--- src/rtl/fetch_pkg.sv ---
// Shared definitions for the fetch controller: datapath width, FSM encoding
// and the sequential PC increment.
package fetch_pkg;

  localparam int XLEN    = 32;
  localparam int PC_STEP = 4;

  typedef enum logic [1:0] {
    S_REQ  = 2'd0,
    S_WAIT = 2'd1,
    S_OUT  = 2'd2
  } state_e;

endpackage

--- src/rtl/fetch_ctrl_if.sv ---
// Bundle of every fetch-side signal around the controller: PC register
// control, instruction-memory request/response, decode handshake and the
// redirect input from execute. master = controller, slave = its environment.
interface fetch_ctrl_if #(
  parameter int XLEN = fetch_pkg::XLEN
) ();

  logic [XLEN-1:0] pc;
  logic            load;
  logic            PCsrc;
  logic [XLEN-1:0] target;

  logic            imem_req_valid;
  logic            imem_req_ready;
  logic [XLEN-1:0] imem_addr;
  logic            imem_rsp_valid;
  logic [XLEN-1:0] imem_rsp_data;

  logic            instr_valid;
  logic            instr_ready;
  logic [XLEN-1:0] instr;
  logic [XLEN-1:0] instr_pc;

  logic            redirect_valid;
  logic [XLEN-1:0] redirect_pc;
  logic [XLEN-1:0] redirect_offset;

  modport master (
    input  pc,
    output load, PCsrc, target,
    output imem_req_valid, imem_addr,
    input  imem_req_ready, imem_rsp_valid, imem_rsp_data,
    output instr_valid, instr, instr_pc,
    input  instr_ready,
    input  redirect_valid, redirect_pc, redirect_offset
  );

  modport slave (
    output pc,
    input  load, PCsrc, target,
    input  imem_req_valid, imem_addr,
    output imem_req_ready, imem_rsp_valid, imem_rsp_data,
    input  instr_valid, instr, instr_pc,
    output instr_ready,
    output redirect_valid, redirect_pc, redirect_offset
  );

endinterface

--- src/rtl/fetch_ctrl.sv ---
// Fetch controller: issues one instruction-memory request per PC value,
// hands the returned word to decode and steers the PC register for
// sequential fetch and for branch/jump redirects. Only one request is ever
// outstanding; a redirect during the wait marks the in-flight word as dead.
module fetch_ctrl
  import fetch_pkg::*;
(
  input  logic         clk,
  input  logic         areset,
  fetch_ctrl_if.master bus
);

  state_e          state_q, state_d;
  logic [XLEN-1:0] req_pc_q, req_pc_d;
  logic            kill_q, kill_d;
  logic [XLEN-1:0] instr_q, instr_d;
  logic [XLEN-1:0] instr_pc_q, instr_pc_d;

  logic            load_c;
  logic            pcsrc_c;
  logic [XLEN-1:0] target_c;
  logic            req_valid_c;
  logic            instr_valid_c;

  // Offset that makes PC + target land on redirect_pc + redirect_offset.
  logic [XLEN-1:0] redirect_target;
  assign redirect_target = bus.redirect_pc + bus.redirect_offset - bus.pc;

  // State and output-register update.
  always_ff @(posedge clk) begin
    if (areset) begin
      state_q    <= S_REQ;
      req_pc_q   <= '0;
      kill_q     <= 1'b0;
      instr_q    <= '0;
      instr_pc_q <= '0;
    end else begin
      state_q    <= state_d;
      req_pc_q   <= req_pc_d;
      kill_q     <= kill_d;
      instr_q    <= instr_d;
      instr_pc_q <= instr_pc_d;
    end
  end

  // Next-state and PC-control decode; redirects take priority in every state.
  always_comb begin
    state_d       = state_q;
    req_pc_d      = req_pc_q;
    kill_d        = kill_q;
    instr_d       = instr_q;
    instr_pc_d    = instr_pc_q;
    load_c        = 1'b0;
    pcsrc_c       = 1'b0;
    target_c      = '0;
    req_valid_c   = 1'b0;
    instr_valid_c = 1'b0;

    if (bus.redirect_valid) begin
      load_c   = 1'b1;
      pcsrc_c  = 1'b1;
      target_c = redirect_target;
    end

    case (state_q)
      S_REQ: begin
        req_valid_c = !bus.redirect_valid;
        if (!bus.redirect_valid && bus.imem_req_ready) begin
          // PC steps past the requested word on the accepting edge.
          load_c   = 1'b1;
          req_pc_d = bus.pc;
          state_d  = S_WAIT;
        end
      end
      S_WAIT: begin
        if (bus.redirect_valid) begin
          kill_d = 1'b1;
        end
        if (bus.imem_rsp_valid) begin
          if (kill_q || bus.redirect_valid) begin
            kill_d  = 1'b0;
            state_d = S_REQ;
          end else begin
            instr_d    = bus.imem_rsp_data;
            instr_pc_d = req_pc_q;
            state_d    = S_OUT;
          end
        end
      end
      S_OUT: begin
        instr_valid_c = 1'b1;
        if (bus.redirect_valid || bus.instr_ready) begin
          state_d = S_REQ;
        end
      end
      default: begin
        state_d = S_REQ;
      end
    endcase

    if (areset) begin
      load_c        = 1'b0;
      pcsrc_c       = 1'b0;
      target_c      = '0;
      req_valid_c   = 1'b0;
      instr_valid_c = 1'b0;
    end
  end

  assign bus.load           = load_c;
  assign bus.PCsrc          = pcsrc_c;
  assign bus.target         = target_c;
  assign bus.imem_req_valid = req_valid_c;
  assign bus.imem_addr      = bus.pc;
  assign bus.instr_valid    = instr_valid_c;
  assign bus.instr          = instr_q;
  assign bus.instr_pc       = instr_pc_q;

endmodule
--- src/flat_wrapper.sv ---
// flat-port wrapper written by rule: the top's interface ports become plain ports
module fetch_ctrl_flat import fetch_pkg::*;
  (clk, areset, bus_pc, bus_load, bus_PCsrc, bus_target, bus_imem_req_valid, bus_imem_addr, bus_imem_req_ready, bus_imem_rsp_valid, bus_imem_rsp_data, bus_instr_valid, bus_instr, bus_instr_pc, bus_instr_ready, bus_redirect_valid, bus_redirect_pc, bus_redirect_offset);
  fetch_ctrl_if bus_i ();
  input  logic clk;
  input  logic areset;
  input wire logic [$bits(bus_i.pc)-1:0] bus_pc;
  output wire logic [$bits(bus_i.load)-1:0] bus_load;
  output wire logic [$bits(bus_i.PCsrc)-1:0] bus_PCsrc;
  output wire logic [$bits(bus_i.target)-1:0] bus_target;
  output wire logic [$bits(bus_i.imem_req_valid)-1:0] bus_imem_req_valid;
  output wire logic [$bits(bus_i.imem_addr)-1:0] bus_imem_addr;
  input wire logic [$bits(bus_i.imem_req_ready)-1:0] bus_imem_req_ready;
  input wire logic [$bits(bus_i.imem_rsp_valid)-1:0] bus_imem_rsp_valid;
  input wire logic [$bits(bus_i.imem_rsp_data)-1:0] bus_imem_rsp_data;
  output wire logic [$bits(bus_i.instr_valid)-1:0] bus_instr_valid;
  output wire logic [$bits(bus_i.instr)-1:0] bus_instr;
  output wire logic [$bits(bus_i.instr_pc)-1:0] bus_instr_pc;
  input wire logic [$bits(bus_i.instr_ready)-1:0] bus_instr_ready;
  input wire logic [$bits(bus_i.redirect_valid)-1:0] bus_redirect_valid;
  input wire logic [$bits(bus_i.redirect_pc)-1:0] bus_redirect_pc;
  input wire logic [$bits(bus_i.redirect_offset)-1:0] bus_redirect_offset;
  assign bus_i.pc = bus_pc;
  assign bus_load = bus_i.load;
  assign bus_PCsrc = bus_i.PCsrc;
  assign bus_target = bus_i.target;
  assign bus_imem_req_valid = bus_i.imem_req_valid;
  assign bus_imem_addr = bus_i.imem_addr;
  assign bus_i.imem_req_ready = bus_imem_req_ready;
  assign bus_i.imem_rsp_valid = bus_imem_rsp_valid;
  assign bus_i.imem_rsp_data = bus_imem_rsp_data;
  assign bus_instr_valid = bus_i.instr_valid;
  assign bus_instr = bus_i.instr;
  assign bus_instr_pc = bus_i.instr_pc;
  assign bus_i.instr_ready = bus_instr_ready;
  assign bus_i.redirect_valid = bus_redirect_valid;
  assign bus_i.redirect_pc = bus_redirect_pc;
  assign bus_i.redirect_offset = bus_redirect_offset;
  fetch_ctrl u_core (.clk(clk), .areset(areset), .bus(bus_i));
endmodule
--- config.mk ---
export PLATFORM = sky130hd
export DESIGN_NAME = fetch_ctrl_flat
export DESIGN_NICKNAME = d
export VERILOG_FILES = /design/src/rtl/fetch_pkg.sv /design/src/rtl/fetch_ctrl_if.sv /design/src/rtl/fetch_ctrl.sv /design/src/flat_wrapper.sv
export SDC_FILE = /design/constraint.sdc
export NUM_CORES = 1
export LEC_CHECK = 0
export BUFFER_PORTS_ARGS = -buffer_cell sky130_fd_sc_hd__buf_2
export CELL_PAD_IN_SITES_DETAIL_PLACEMENT = 0
export CELL_PAD_IN_SITES_GLOBAL_PLACEMENT = 1
export CORE_UTILIZATION = 34
export DETAILED_ROUTE_END_ITERATION = 12
export HOLD_SLACK_MARGIN = 0.15
export PLACE_DENSITY_LB_ADDON = 0.1
export SETUP_SLACK_MARGIN = 0.4
export SYNTH_ARGS = -nofsm -noshare
export SYNTH_HDL_FRONTEND = slang
export SYNTH_SLANG_ARGS = --single-unit
--- constraint.sdc ---
create_clock -name clk -period 4.5 [get_ports clk]
set_input_delay 0.675 -clock clk [delete_from_list [all_inputs] [get_ports clk]]
set_output_delay 0.675 -clock clk [all_outputs]
set_load 0.01 [all_outputs]
Word level (Yosys, flattened, before mapping)
Index checks and enable logic that the tools add are counted.

operators by class
  $add $sub $neg = 2
  multipliers = 0
  div/mod/pow operators = 0
  magnitude comparators = 0
  equal/unequal tests = 5
  shift-type cells = 0
  mux-type cells = 19
  bitwise operators = 1
  reduce and logical (&&, ||, !) cells = 8

operators by type and width
  operator                                                                  count
  32-bit two-way mux                                                        2
  32-bit adder                                                              1
  32-bit subtractor                                                         1
  1-bit two-way mux                                                         12
  2-bit two-way mux                                                         4
  2-bit case mux with 3 select lines                                        1
  3-bit AND reduction                                                       2
  2-bit by 1-bit inequality test with 1-bit output (second input constant)  2
  2-bit by 1-bit == test with 1-bit output (second input constant)          1
  2-bit == test (second input constant)                                     1
  2-bit zero test                                                           1
  1-bit logical OR                                                          2
  2-bit inequality test (second input constant)                             1
  2-bit AND reduction                                                       1
  1-bit logical AND                                                         1
  1-bit zero test                                                           1
  1-bit NOT                                                                 1

storage, ports and cells
  flip-flop bits (word level) = 99
  bits in latches = 0
  memory bits (writable) = 0
  bits in read-only memories = 0
  input port bits = 134
  output and inout port bits = 132
  word-level logic and storage cells = 40
  memories kept = 0

Longest topological paths before layout
  word-level depth = 5
  gate-level depth with buffers = 13
  depth with buffers taken out = 13

Worst setup path before layout
No wires, ideal clock.

  path kind = input to output
  start = input port bus_redirect_offset[10]
  end = output port bus_target[30]
  data arrival time = 3.117 ns
  data required time = 3.825 ns
  slack = 0.708 ns
  cell stages on the path = 10
  path buffers = 0
  cells stage by stage = inv_1 fa_1 inv_1 ha_1 a21oi_2 a21boi_1 a211o_1 o31a_1 o41a_1 a221o_1

on the way
  word-level cells in the longest chain between the ends = 4

ends and longest elaborated chain
  item                line                source
  from (decl)         flat_wrapper.sv:22  input wire logic [$bits(bus_i.redirect_offset)-1:0] bus_redirect_offset;
  32-bit adder        fetch_ctrl.sv:27    assign redirect_target = bus.redirect_pc + bus.redirect_offset - bus.pc;
  32-bit subtractor   fetch_ctrl.sv:27
  32-bit two-way mux  fetch_ctrl.sv:59    if (bus.redirect_valid) begin
  32-bit two-way mux  fetch_ctrl.sv:101   if (areset) begin
  to (decl)           flat_wrapper.sv:10  output wire logic [$bits(bus_i.target)-1:0] bus_target;

No other way between the ends.

Worst setup path in the final report
  start = input port bus_pc[2]
  end = output port bus_target[30]

on the way
  word-level cells in the longest chain between the ends = 3

ends and longest elaborated chain
  item                line               source
  from (decl)         flat_wrapper.sv:7  input wire logic [$bits(bus_i.pc)-1:0] bus_pc;
  32-bit subtractor   fetch_ctrl.sv:27
  32-bit two-way mux  fetch_ctrl.sv:59
  32-bit two-way mux  fetch_ctrl.sv:101

No other way between the ends.

==> summary.txt <==
Cells and area
  – Fill count: 2072
  – Finished Layout Cells: 1400
  – Fraction of layout cells with a size suffix above 1: 30.8%
  – Antenna cells: 0
  – Layout area overhead: 29.4%
  – Nets: 1332
  – Most frequent cells in the layout: buf_2, nand2_1, inv_1, a21oi_1, dfxtp_1
  – Commonest non-fill, non-tap cell in the layout: buf_2
  – Multi-input gate area: 4020 µm²
  – Sequential cell area: 1980 µm²

Yosys
  – Post-synthesis xor/xnor area fraction: 2.77%
  – Synth warnings: 0
  – Syn Nets: 1110
  – Synthesized flop and latch total: 99
  – Synth Area in Adders: 15.4%
  – Distinct cells, synth: 54
  – Leading area contributor after synthesis: dfxtp_1
  – Main combinational cell family by area after synthesis: simple AND/OR/NAND/NOR gates
  – Top cell type's share of synthesized area: 29.8%
  – Synth Area per Inst: 7.28 µm²
  – Area contributors post-synth: dfxtp_1, nand2_1, a21oi_1
  – Number of flops mapped to enable cells by yosys: 0
  – Seq/Total Area, Yosys: 29.8%
  – Mapped cell area: 6650 µm²
  – Mapped Cells: 913
  – Mux cell area share after synthesis: 0.151%
  – Simple-gate share of the synthesized area: 20.5%
  – Ys flop type: dfxtp_1
  – Async S/R FF share, synth: 0%
  – Post-synthesis compound-gate area fraction: 17.8%

STA
  – Hold Slack: 0.450 ns
  – Final worst-path cycle share: 89.8%
  – Fin Setup TNS: 0 ns
  – Final setup viols: 0
  – Final hold violation count: 0
  – Clk_skew: 0.00680 ns
  – Worst slew pin tran: 0.672 ns
  – Max-slew violations: 0
  – Max Clk Rate: 248 MHz
  – RSZ-0062 raised after global routing: true
  – Final period demand of the worst path: 4.04 ns
  – Relative slew margins: 55.2%

CTS
  – Clock transition at path regs: 0.07 ns
  – TritonCTS clock tree: built
  – Max H-tree Level: 3
  – Worst-Skew Late Latency: 0.34 ns
  – Maximum clock insertion buffer count: 2
  – Hold Buf Count CTS: 0
  – Clk sinks: 99
  – Num CTS Buffers: 9
  – CTS Root Cell: clkbuf_16

Placed design
  – Post-DP HPWL: 15800 µm
  – Inst Count DP: 1375
  – GP Congestion: 0.854
  – I/O Buffers: 265

Floorplanning
  – I/O Pins: 266
  – Core Rows: 50
  – Die W: 142 µm
  – Core Footprint: 19000 µm²
  – Total Die Area: 20100 µm²
  – Die Height: 142 µm
  – Initial core utilization: 35.1%

Global routing
  – Initial antenna violation count: 0
  – Vias in the first global route: 6078
  – Largest net degree at the start of global routing: 58
  – Total track usage: 20.2%
  – Total gr overflow: 0
  – First-pass GRT wire length: 31600 µm

Routing
  – Vias: 6530
  – DRT iter0 DRCs: 264
  – Drt first pass iters: 4
  – DRC Markers: 0
  – WL final: 20500 µm
  – Vias/cell: 4.66
  – Wire per inst: 14.6 µm
  – Antenna-violating nets left: 0

Setup path
  – Worst path top cell family by delay: compound AO/OA/AOI/OAI gates
  – Required time of the worst setup path: 3.83 ns
  – Cells along the critical path: buf_8 -> fa_1 -> inv_2 -> ha_4 -> nor2b_4 -> o211ai_1 -> a21oi_2 -> o31a_1 -> o41a_1 -> a221o_1 -> buf_2
  – Worst R2R Setup Slack: 2.26 ns
  – Worst setup EP type: output pin
  – CP max FO: 4
  – WP buf/inv: 3
  – Arrival @ worst endpoint: 3.36 ns
  – Critical setup path kind: input port to output pin
  – Setup crit start kind: input port
  – Slowest-stage cell, CP: fa_1
  – CP max stage delay: 0.58 ns

Pwr
  – PwrDens: 314 nW/µm²
  – Leak: 4.20 nW
  – Tot Pwr: 0.00270 W
  – Peak supply drop: 0.209 mV

Job
  – Maxcap violations: 0

Hold path
  – Hold Crit Class: register to register

Run status
  – Status: finished, final reports clean
-- logic make-up (layout without fill, tap and decap cells) --
group,count (synthesis),after routing
AO/OA/AOI/OAI,203,203
multiplexers,1,1
AND/OR/NAND/NOR,319,319
flip-flops,99,99
buffers and inverters,207,434
adder cells (fa/ha/maj),63,63
XOR/XNOR,21,21
-- tightest hold or removal path, delay by kind of cell, from the launching register on --
kind             cells  cell delay [ns]
AO/OA/AOI/OAI        1             0.05
flip-flops           1             0.31
AND/OR/NAND/NOR      1             0.05
-- sequential cells by signal, indices dropped and copies added (netlist names) --
register	count
u_core.state_q	2
u_core.req_pc_q	32
u_core.bus.instr	32
u_core.bus.instr_pc	32
u_core.kill_q	1
-- where the power goes --
group / switching [W] / internal (W) / total [W]
sequential: 0.00000988 / 0.000895 / 0.000905
combinational: 0.000601 / 0.000465 / 0.00107
clock: 0.000342 / 0.000382 / 0.000725
-- path summary, 6_finish.rpt --
check                                     startpoint                      to  depth (start not counted)
worst min register to register  u_core.bus.instr[30]    u_core.bus.instr[30]                          2
worst max-delay path                       bus_pc[2]          bus_target[30]                         11
worst max register to register     u_core.state_q[0]  u_core.bus.instr_pc[6]                          6
worst min-delay path            u_core.bus.instr[30]    u_core.bus.instr[30]                          2
-- layer usage --
layer | up-vias | wire (µm) | track usage, % | share of wire, %
met5 | - | 0 | 0 | 0
met4 | 0 | 199 | 3.68 | 0.97
met3 | 11 | 1120 | 4.62 | 5.5
met2 | 182 | 9860 | 34.3 | 48
met1 | 3008 | 9300 | 26.1 | 45
li1 | 3329 | - | - | -
-- timing repair --
item                                    4_1_cts  5_1_grt
setup buffers                                 5        4
pin swaps                                    15       23
gates resized for setup                      15       35
endpoints found under the setup margin        8       14
-- synth_stat cells, drive strengths merged (3+ instances only) --
library cell	count
dfxtp	99
nor3	17
fa	31
and2	4
inv	132
xnor2	11
o21bai	4
nand4	6
nand3	14
a21o	14
nor2b	5
a211oi	3
a21oi	130
nand2	218
nor3b	3
xor2	10
o21ai	17
clkbuf	39
buf	36
nor4	3
o21a	10
ha	32
nor2	33
nand2b	6
o211ai	8
a221oi	3
a31oi	3
-- final cells by class --
class                      instances  share of cell area (%)
tap                              260                    3.78
inverter                         132                    5.76
clock buffer                      10                    2.66
sequential                        99                    23.1
clock inverter                     6                   0.582
timing repair buffer             286                    17.4
multi-input combinational        607                    46.7
-- stage by stage --
stage,util [%],cell area [µm²],setup WS [ns]
finish,45.4,8600,0.461
global route,45.4,8600,0.362
CTS,44.4,8410,0.387
detailed placement,42.2,7990,0.276
global placement,42.2,7990,0.287
floorplan,-,6650,0.708
No activity file was read; power rests on OpenSTA's default activity.
